`config.mk`:
```
export PLATFORM = sky130hd
export DESIGN_NAME = wb_stage
export DESIGN_NICKNAME = d
export VERILOG_FILES = /design/src/rtl/rv32_pkg.sv /design/src/rtl/load_ext.sv /design/src/rtl/wb_stage.sv
export SDC_FILE = /design/constraint.sdc
export NUM_CORES = 1
export LEC_CHECK = 0
export CAP_MARGIN = 5
export CORE_MARGIN = 4
export CORE_UTILIZATION = 37
export CTS_CLUSTER_SIZE = 30
export DETAILED_ROUTE_END_ITERATION = 8
export GPL_TIMING_DRIVEN = 0
export PLACE_DENSITY_LB_ADDON = 0.12
export SLEW_MARGIN = 20
export SYNTH_ARGS = -nofsm -noshare
export SYNTH_HDL_FRONTEND = slang
export SYNTH_HIERARCHICAL = 1
export SYNTH_SLANG_ARGS = --single-unit
```
`constraint.sdc`:
```
create_clock -name clk -period 0.8 [get_ports clk]
set_input_delay 0.08 -clock clk [delete_from_list [all_inputs] [get_ports clk]]
set_output_delay 0.08 -clock clk [all_outputs]
set_load 0.05 [all_outputs]
```
`src/rtl/rv32_pkg.sv`:
```
// Shared RV32I constants: opcodes and the func3 codes used by write-back.
package rv32_pkg;

    localparam int unsigned XLEN   = 32;
    localparam int unsigned REG_W  = 5;
    localparam int unsigned OP_W   = 7;
    localparam int unsigned F3_W   = 3;

    // Opcodes
    localparam logic [OP_W-1:0] OP_R      = 7'b0110011;
    localparam logic [OP_W-1:0] OP_I      = 7'b0010011;
    localparam logic [OP_W-1:0] OP_LOAD   = 7'b0000011;
    localparam logic [OP_W-1:0] OP_STORE  = 7'b0100011;
    localparam logic [OP_W-1:0] OP_BRANCH = 7'b1100011;
    localparam logic [OP_W-1:0] OP_JAL    = 7'b1101111;
    localparam logic [OP_W-1:0] OP_JALR   = 7'b1100111;
    localparam logic [OP_W-1:0] OP_LUI    = 7'b0110111;
    localparam logic [OP_W-1:0] OP_AUIPC  = 7'b0010111;

    // Load widths
    localparam logic [F3_W-1:0] F3_LB  = 3'b000;
    localparam logic [F3_W-1:0] F3_LH  = 3'b001;
    localparam logic [F3_W-1:0] F3_LW  = 3'b010;
    localparam logic [F3_W-1:0] F3_LBU = 3'b100;
    localparam logic [F3_W-1:0] F3_LHU = 3'b101;

    // Set-compare
    localparam logic [F3_W-1:0] F3_SLT  = 3'b010;
    localparam logic [F3_W-1:0] F3_SLTU = 3'b011;

endpackage

```
`src/rtl/load_ext.sv`:
```
// Load extension: sign/zero-extends the aligned memory word according to func3.
//   i_func3      : load width/sign selector
//   i_read_data  : memory word, already aligned to bit 0
//   o_ext_data_c : extended value (combinational)
import rv32_pkg::*;

module load_ext (
    input  logic [F3_W-1:0] i_func3,
    input  logic [XLEN-1:0] i_read_data,
    output logic [XLEN-1:0] o_ext_data_c
);

    // Unlisted func3 codes fall back to a full-word load.
    always_comb begin
        o_ext_data_c = i_read_data;
        case (i_func3)
            F3_LB:   o_ext_data_c = {{24{i_read_data[7]}},  i_read_data[7:0]};
            F3_LH:   o_ext_data_c = {{16{i_read_data[15]}}, i_read_data[15:0]};
            F3_LW:   o_ext_data_c = i_read_data;
            F3_LBU:  o_ext_data_c = {24'b0, i_read_data[7:0]};
            F3_LHU:  o_ext_data_c = {16'b0, i_read_data[15:0]};
            default: o_ext_data_c = i_read_data;
        endcase
    end

endmodule

```
`src/rtl/wb_stage.sv`:
```
// Write-back stage: selects register-file write data/enable from memory-stage
// outputs and registers them for one cycle.
//   clk, rst        : clock, asynchronous active-low reset
//   rd, func3, opcode, read_data, lt, ltu, result, PC : memory-stage inputs
//   rd_WB, RegWrite, DataOut_WB : registered register-file write port
import rv32_pkg::*;

module wb_stage (
    input  logic              clk,
    input  logic              rst,
    input  logic [REG_W-1:0]  rd,
    input  logic [F3_W-1:0]   func3,
    input  logic [OP_W-1:0]   opcode,
    input  logic [XLEN-1:0]   read_data,
    input  logic              lt,
    input  logic              ltu,
    input  logic [XLEN-1:0]   result,
    input  logic [XLEN-1:0]   PC,
    output logic [REG_W-1:0]  rd_WB,
    output logic              RegWrite,
    output logic [XLEN-1:0]   DataOut_WB
);

    logic [XLEN-1:0]  w_load;
    logic [XLEN-1:0]  w_data;
    logic             w_we;

    logic [REG_W-1:0] r_rd;
    logic             r_we;
    logic [XLEN-1:0]  r_data;

    load_ext u_load_ext (
        .i_func3      (func3),
        .i_read_data  (read_data),
        .o_ext_data_c (w_load)
    );

    // Write-data / enable selection by opcode.
    always_comb begin
        w_data = '0;
        w_we   = 1'b0;
        case (opcode)
            OP_R, OP_I: begin
                w_we = 1'b1;
                if (func3 == F3_SLT)
                    w_data = {31'b0, lt};
                else if (func3 == F3_SLTU)
                    w_data = {31'b0, ltu};
                else
                    w_data = result;
            end
            OP_LOAD: begin
                w_we   = 1'b1;
                w_data = w_load;
            end
            OP_JAL, OP_JALR: begin
                w_we   = 1'b1;
                w_data = PC + 32'd4;
            end
            OP_LUI, OP_AUIPC: begin
                w_we   = 1'b1;
                w_data = result;
            end
            default: begin
                w_we   = 1'b0;
                w_data = '0;
            end
        endcase
    end

    // Output registers; writes to x0 are suppressed here.
    always_ff @(posedge clk or negedge rst) begin
        if (!rst) begin
            r_rd   <= '0;
            r_we   <= 1'b0;
            r_data <= '0;
        end else begin
            r_rd   <= rd;
            r_we   <= w_we && (rd != REG_W'(0));
            r_data <= w_data;
        end
    end

    assign rd_WB      = r_rd;
    assign RegWrite   = r_we;
    assign DataOut_WB = r_data;

endmodule

```
Word level (Yosys, flattened, before mapping)
Index checks and enable logic that the tools add are counted.
{"block": "op_classes", "n_addsub": 1, "n_eq_ne": 12, "n_mux": 5, "n_reduce_logical": 7}
{"operator": "$pmux 32 s4", "count": 2}
{"operator": "$mux 32", "count": 2}
{"operator": "$add 32x3->32 const B", "count": 1}
{"operator": "$eq 7x5->1 const B", "count": 2}
{"operator": "$eq 7x6->1 const B", "count": 2}
{"operator": "$eq 7x7->1 const B", "count": 2}
{"operator": "$eq 7x2->1 const B", "count": 1}
{"operator": "$reduce_or 7->1", "count": 1}
{"operator": "$eq 3x2->1 const B", "count": 2}
{"operator": "$eq 3x3->1 const B", "count": 2}
{"operator": "$reduce_or 2->1", "count": 3}
{"operator": "$reduce_bool 5->1", "count": 1}
{"operator": "$eq 3x1->1 const B", "count": 1}
{"operator": "$logic_not 3->1", "count": 1}
{"operator": "$logic_and 1x1->1", "count": 1}
{"operator": "$mux 1", "count": 1}
{"block": "totals", "regBits": 38, "input_bits": 115, "out_inout_bits": 38, "elab_cells": 28}

Longest topological paths before layout
{"block": "logic_depth", "word_depth": 4, "mapped_depth": 8, "mapped_depth_nobuf": 6}

Modules after synthesis
The synthesis kept the hierarchy.
{"mod": "wb_stage", "n_inst": 1, "cells_per_inst": 209, "area_per_inst_um2": 2074.5, "seq_area_each_um2": 950.9}
{"mod": "load_ext", "n_inst": 1, "cells_per_inst": 67, "area_per_inst_um2": 355.3, "seq_area_each_um2": 0.0}

Worst setup path after synthesis
OpenSTA, ideal clock, no wires.
{"block": "synth_path", "path_type": "input -> register", "from": "input func3[0]", "to": "register r_data[27] (netlist: DataOut_WB[27])", "setup_ns": 0.130, "arrival_time_ns": 1.197, "t_required_ns": 0.670, "path_slack_ns": -0.527, "stages": 7, "n_path_buf": 2, "path_cell_list": "buf_4 -> mux2i_2 -> clkbuf_1 -> o21ai_0 -> a32o_1 -> a21oi_1 -> o21ai_1"}
{"block": "synth_via", "word_cells_on_any_way": 10, "classes_between": "eq/ne: 5; mux: 4; reduce/logical: 1"}
{"item": "start: declaration", "line": "wb_stage.sv:12", "source": "input logic [F3_W-1:0] func3,"}
{"item": "$eq 3x3->1, or another cell as far along", "line": "load_ext.sv:16", "source": "case (i_func3)"}
{"item": "$pmux 32 s4 (*)", "line": "load_ext.sv:16"}
{"item": "net w_load[27]", "line": "wb_stage.sv:24", "source": "logic [XLEN-1:0] w_load;"}
{"item": "$pmux 32 s4 (*)", "line": "wb_stage.sv:42", "source": "case (opcode)"}
{"item": "net w_data[27]", "line": "wb_stage.sv:25", "source": "logic [XLEN-1:0] w_data;"}
{"item": "end signal: assignment", "line": "wb_stage.sv:80", "source": "r_data <= w_data;"}
{"item": "end: declaration", "line": "wb_stage.sv:30", "source": "logic [XLEN-1:0] r_data;"}
The timed path passes the listed nets; every way through them passes the cells marked *.

Final worst setup path
{"block": "layout_path", "from": "input PC[3]", "to": "register r_data[30] (netlist: DataOut_WB[30])"}
{"block": "layout_via", "elab_chain_cells": 2}
{"item": "start: declaration", "line": "wb_stage.sv:18", "source": "input logic [XLEN-1:0] PC,"}
{"item": "$add 32x3->32", "line": "wb_stage.sv:58", "source": "w_data = PC + 32'd4;"}
{"item": "$pmux 32 s4", "line": "wb_stage.sv:42"}
{"item": "net w_data[30]", "line": "wb_stage.sv:25"}
The timed path passes the listed nets, and every way through them passes these cells.

==> flow_metrics.tcl <==
set metrics [dict create \
    cp_slowest_stage_delay_ps 380 \
    startpoint_of_the_most_critical_setup_path "PC[3]" \
    grt_antenna_before_repair 0 \
    critical_path_class "in2reg" \
    wire_per_inst_um 19.4 \
    cts_max_path_buffers 2 \
    postSynth.asyncResetShare_pct 100 \
    grt_setup_unrepaired "yes" \
    arrival_ps 1360 \
    drive_gt1_share_pct 42.0 \
    synth.yosys.seq_area_share_pct 39.1 \
    setup-tns-final_ps -11360 \
    min_period_over_period_pct 143 \
    area_growth_pct 102 \
    netlist_area_mm2 0.00243 \
    synthDominantCellAreaShare_pct 39.1 \
    first_global_vias 3141 \
    hold_path_end "DataOut_WB[3]$_DFF_PN0_" \
    finish.net_count 582 \
    remaining_global_route_overflow 0 \
    failed_checks "setup timing" \
    leakage_nw 2.12 \
    drt_pass1_iterations 4 \
    holdWs_ps 14.3 \
    grt_first_pass_wirelength_um 15600 \
    crit_cells 8 \
    synthTopCellsByArea "dfrtp_1 39%, o21ai_0 8.7%, a22oi_1 8.0%" \
    yosysWarnings 6 \
    cts_buffers 5 \
    fp.dieH_um 89.0 \
    post-dp-hpwl_um 7040 \
    fin_total_pwr_mw 4.92 \
    pins_over_their_slew_limit 0 \
    vias 2956 \
    insertedDiodeCount 0 \
    drt_first_iter_violations 119 \
    ios 153 \
    cellPowerDensity_mw_per_mm2 1000 \
    vdd.ir_drop.worst_mv 0.823 \
    worst_hold_path_type "in2reg" \
    largest_net_degree_at_the_start_of_global_routing 24 \
    multi_input_area_mm2 0.00163 \
    hp-start "read_data[3]" \
    drt-vias-per-instance 5.43 \
    post_synth_most_frequent_cells "42 x o21ai_0, 38 x dfrtp_1, 33 x nand2_1" \
    timing.critical_path.to_type "flip-flop" \
    yosysMostFrequentCell "o21ai_0" \
    max_clock_freq_ghz 0.876 \
    slew-limit-headroom_pct 68.2 \
    routed_wirelength_um 10600 \
    critPathBufInv 2 \
    cts_max_level 2 \
    postSynthCellCount 276 \
    syn-num-nets 392 \
    global_route.usage.total_pct 26.3 \
    tritoncts "done" \
    actual_transition_at_the_worst_max_transition_pin_ps 477 \
    status "finished, violations left" \
    final_critical_path_setup_slack_ps -342 \
    setup-violations-final 71 \
    number_of_flops_mapped_to_enable_cells_by_yosys 0 \
    crit_required_ps 1020 \
    final.min_clock_period_ps 1140 \
    dp_slack_ps -1360 \
    placementRows 29 \
    synthDistinctLibCells 44 \
    cap_viol_max_count 0 \
    synth_top_flop_cell "dfrtp_1" \
    cp_max_fo 3 \
    finalWeightedCongestion 0.815 \
    syn-mean-instance-area_um2 8.80 \
    fp.coreArea_mm2 0.00635 \
    start_kind "primary input" \
    floorplan.die.width_um 89.0 \
    clock-root-buffer "clkbuf_8" \
    crit_family "simple AND/OR/NAND/NOR gates" \
    critical_path.cell_chain "buf_8 > ha_4 > nand3_4 > nor4_4 > buf_4 > nand4_1 > xor2_1 > o21ai_1" \
    clkTransAtPathRegs_ps 80 \
    nFillCells 461 \
    drc 0 \
    antenna_left 0 \
    post-synth-top-area-cell "dfrtp_1" \
    ff_latch_area_um2 951 \
    critical-path-slowest-cell "nor4_4" \
    postSynthRegisterBits 38 \
    portBuffers 145 \
    die_area_mm2 0.00793 \
    min_path_cells 3 \
    initial_core_utilization_pct 38.3 \
    clock_sinks 38 \
    timing.final.hold_violations 0 \
]
[routing by layer]
metal	global-route usage (%)	vias to the layer above	routed length, um
li1	-	1374	-
met1	29.0	1418	3820
met2	48.9	143	5540
met3	6.27	21	965
met4	9.47	0	250
met5	0	-	0
[per-stage QoR]
stage | instances | utilization (%) | instance area [um2]
3_3_place_gp | 498 | 64.6 | 4100
3_5_place_dp | 499 | 64.8 | 4120
2_1_floorplan | 276 | - | 2550
4_1_cts | 539 | 75.6 | 4800
5_1_grt | 544 | 77.4 | 4910
6_report | 544 | 77.4 | 4910
[worst max-delay path by stage]
stage | to | slack [ps]
global placement | DataOut_WB[25]$_DFF_PN0_ | -1340
CTS | DataOut_WB[30]$_DFF_PN0_ | -350
global route | DataOut_WB[30]$_DFF_PN0_ | -400
finish | DataOut_WB[30]$_DFF_PN0_ | -340
detailed placement | DataOut_WB[25]$_DFF_PN0_ | -1360
floorplan | DataOut_WB[23]$_DFF_PN0_ | -380
[registers in the layout, indices dropped and copies added, names as in the netlist]
| signal | flops |
|---|---|
| rd_WB | 5 |
| DataOut_WB | 32 |
| RegWrite | 1 |
[cells in the final DEF, fill, tap and decap left out, types with 4 or more instances in the layout]
cell | Yosys | layout
a22oi_2 | 0 | 21
o21ai_0 | 42 | 17
nand3_1 | 10 | 5
a22oi_1 | 26 | 5
clkdlybuf4s50_1 | 0 | 64
dfrtp_1 | 38 | 38
nand4_1 | 10 | 10
clkbuf_8 | 0 | 14
buf_8 | 0 | 8
nand2_2 | 0 | 6
inv_1 | 5 | 4
o21ai_1 | 10 | 33
buf_2 | 3 | 14
nand2_1 | 33 | 26
nor2_1 | 13 | 8
buf_4 | 9 | 30
xor2_1 | 16 | 15
dlygate4sd2_1 | 0 | 13
buf_6 | 2 | 57
xnor2_1 | 10 | 10
[cells by family (layout without fill, tap and decap cells)]
logic type | after synthesis | count (layout) | share of synthesized area [%]
AOI/OAI and AO/OA | 86 | 86 | 21.4
muxes | 3 | 3 | 1.39
and+or+nand+nor | 91 | 91 | 21.2
DFF | 38 | 38 | 39.1
buffers and inverters | 31 | 222 | 7.00
adders and majority gates | 1 | 1 | 0.515
xor gates and xnor gates | 26 | 26 | 9.37
[timing repair]
action | in CTS | in global routing
setup buffers | 25 | 6
gates resized for setup | 497 | 22
endpoints found under the setup margin | 71 | 71
gates cloned | 6 | 0
hold buffers | 1 | 0
pin swaps | 38 | 23
endpoints found under the hold margin | 15 | 0
[final cells by class]
| type | instances | area share [%] |
|---|---|---|
| multi-input combinational | 207 | 33.2 |
| inverter | 5 | 0.382 |
| clock buffer | 7 | 1.76 |
| tap | 77 | 1.96 |
| clock inverter | 1 | 0.102 |
| buffer | 26 | 6.01 |
| sequential | 38 | 19.4 |
| timing repair buffer | 183 | 37.2 |
[power by group]
| group | internal [mW] | total (mW) | switching (mW) |
|---|---|---|---|
| Clock | 0.697 | 1.42 | 0.723 |
| Sequential | 1.96 | 1.98 | 0.0202 |
| Combinational | 0.813 | 1.52 | 0.707 |
| Total | 3.47 | 4.92 | 1.45 |
No activity file was read; power rests on OpenSTA's default activity.
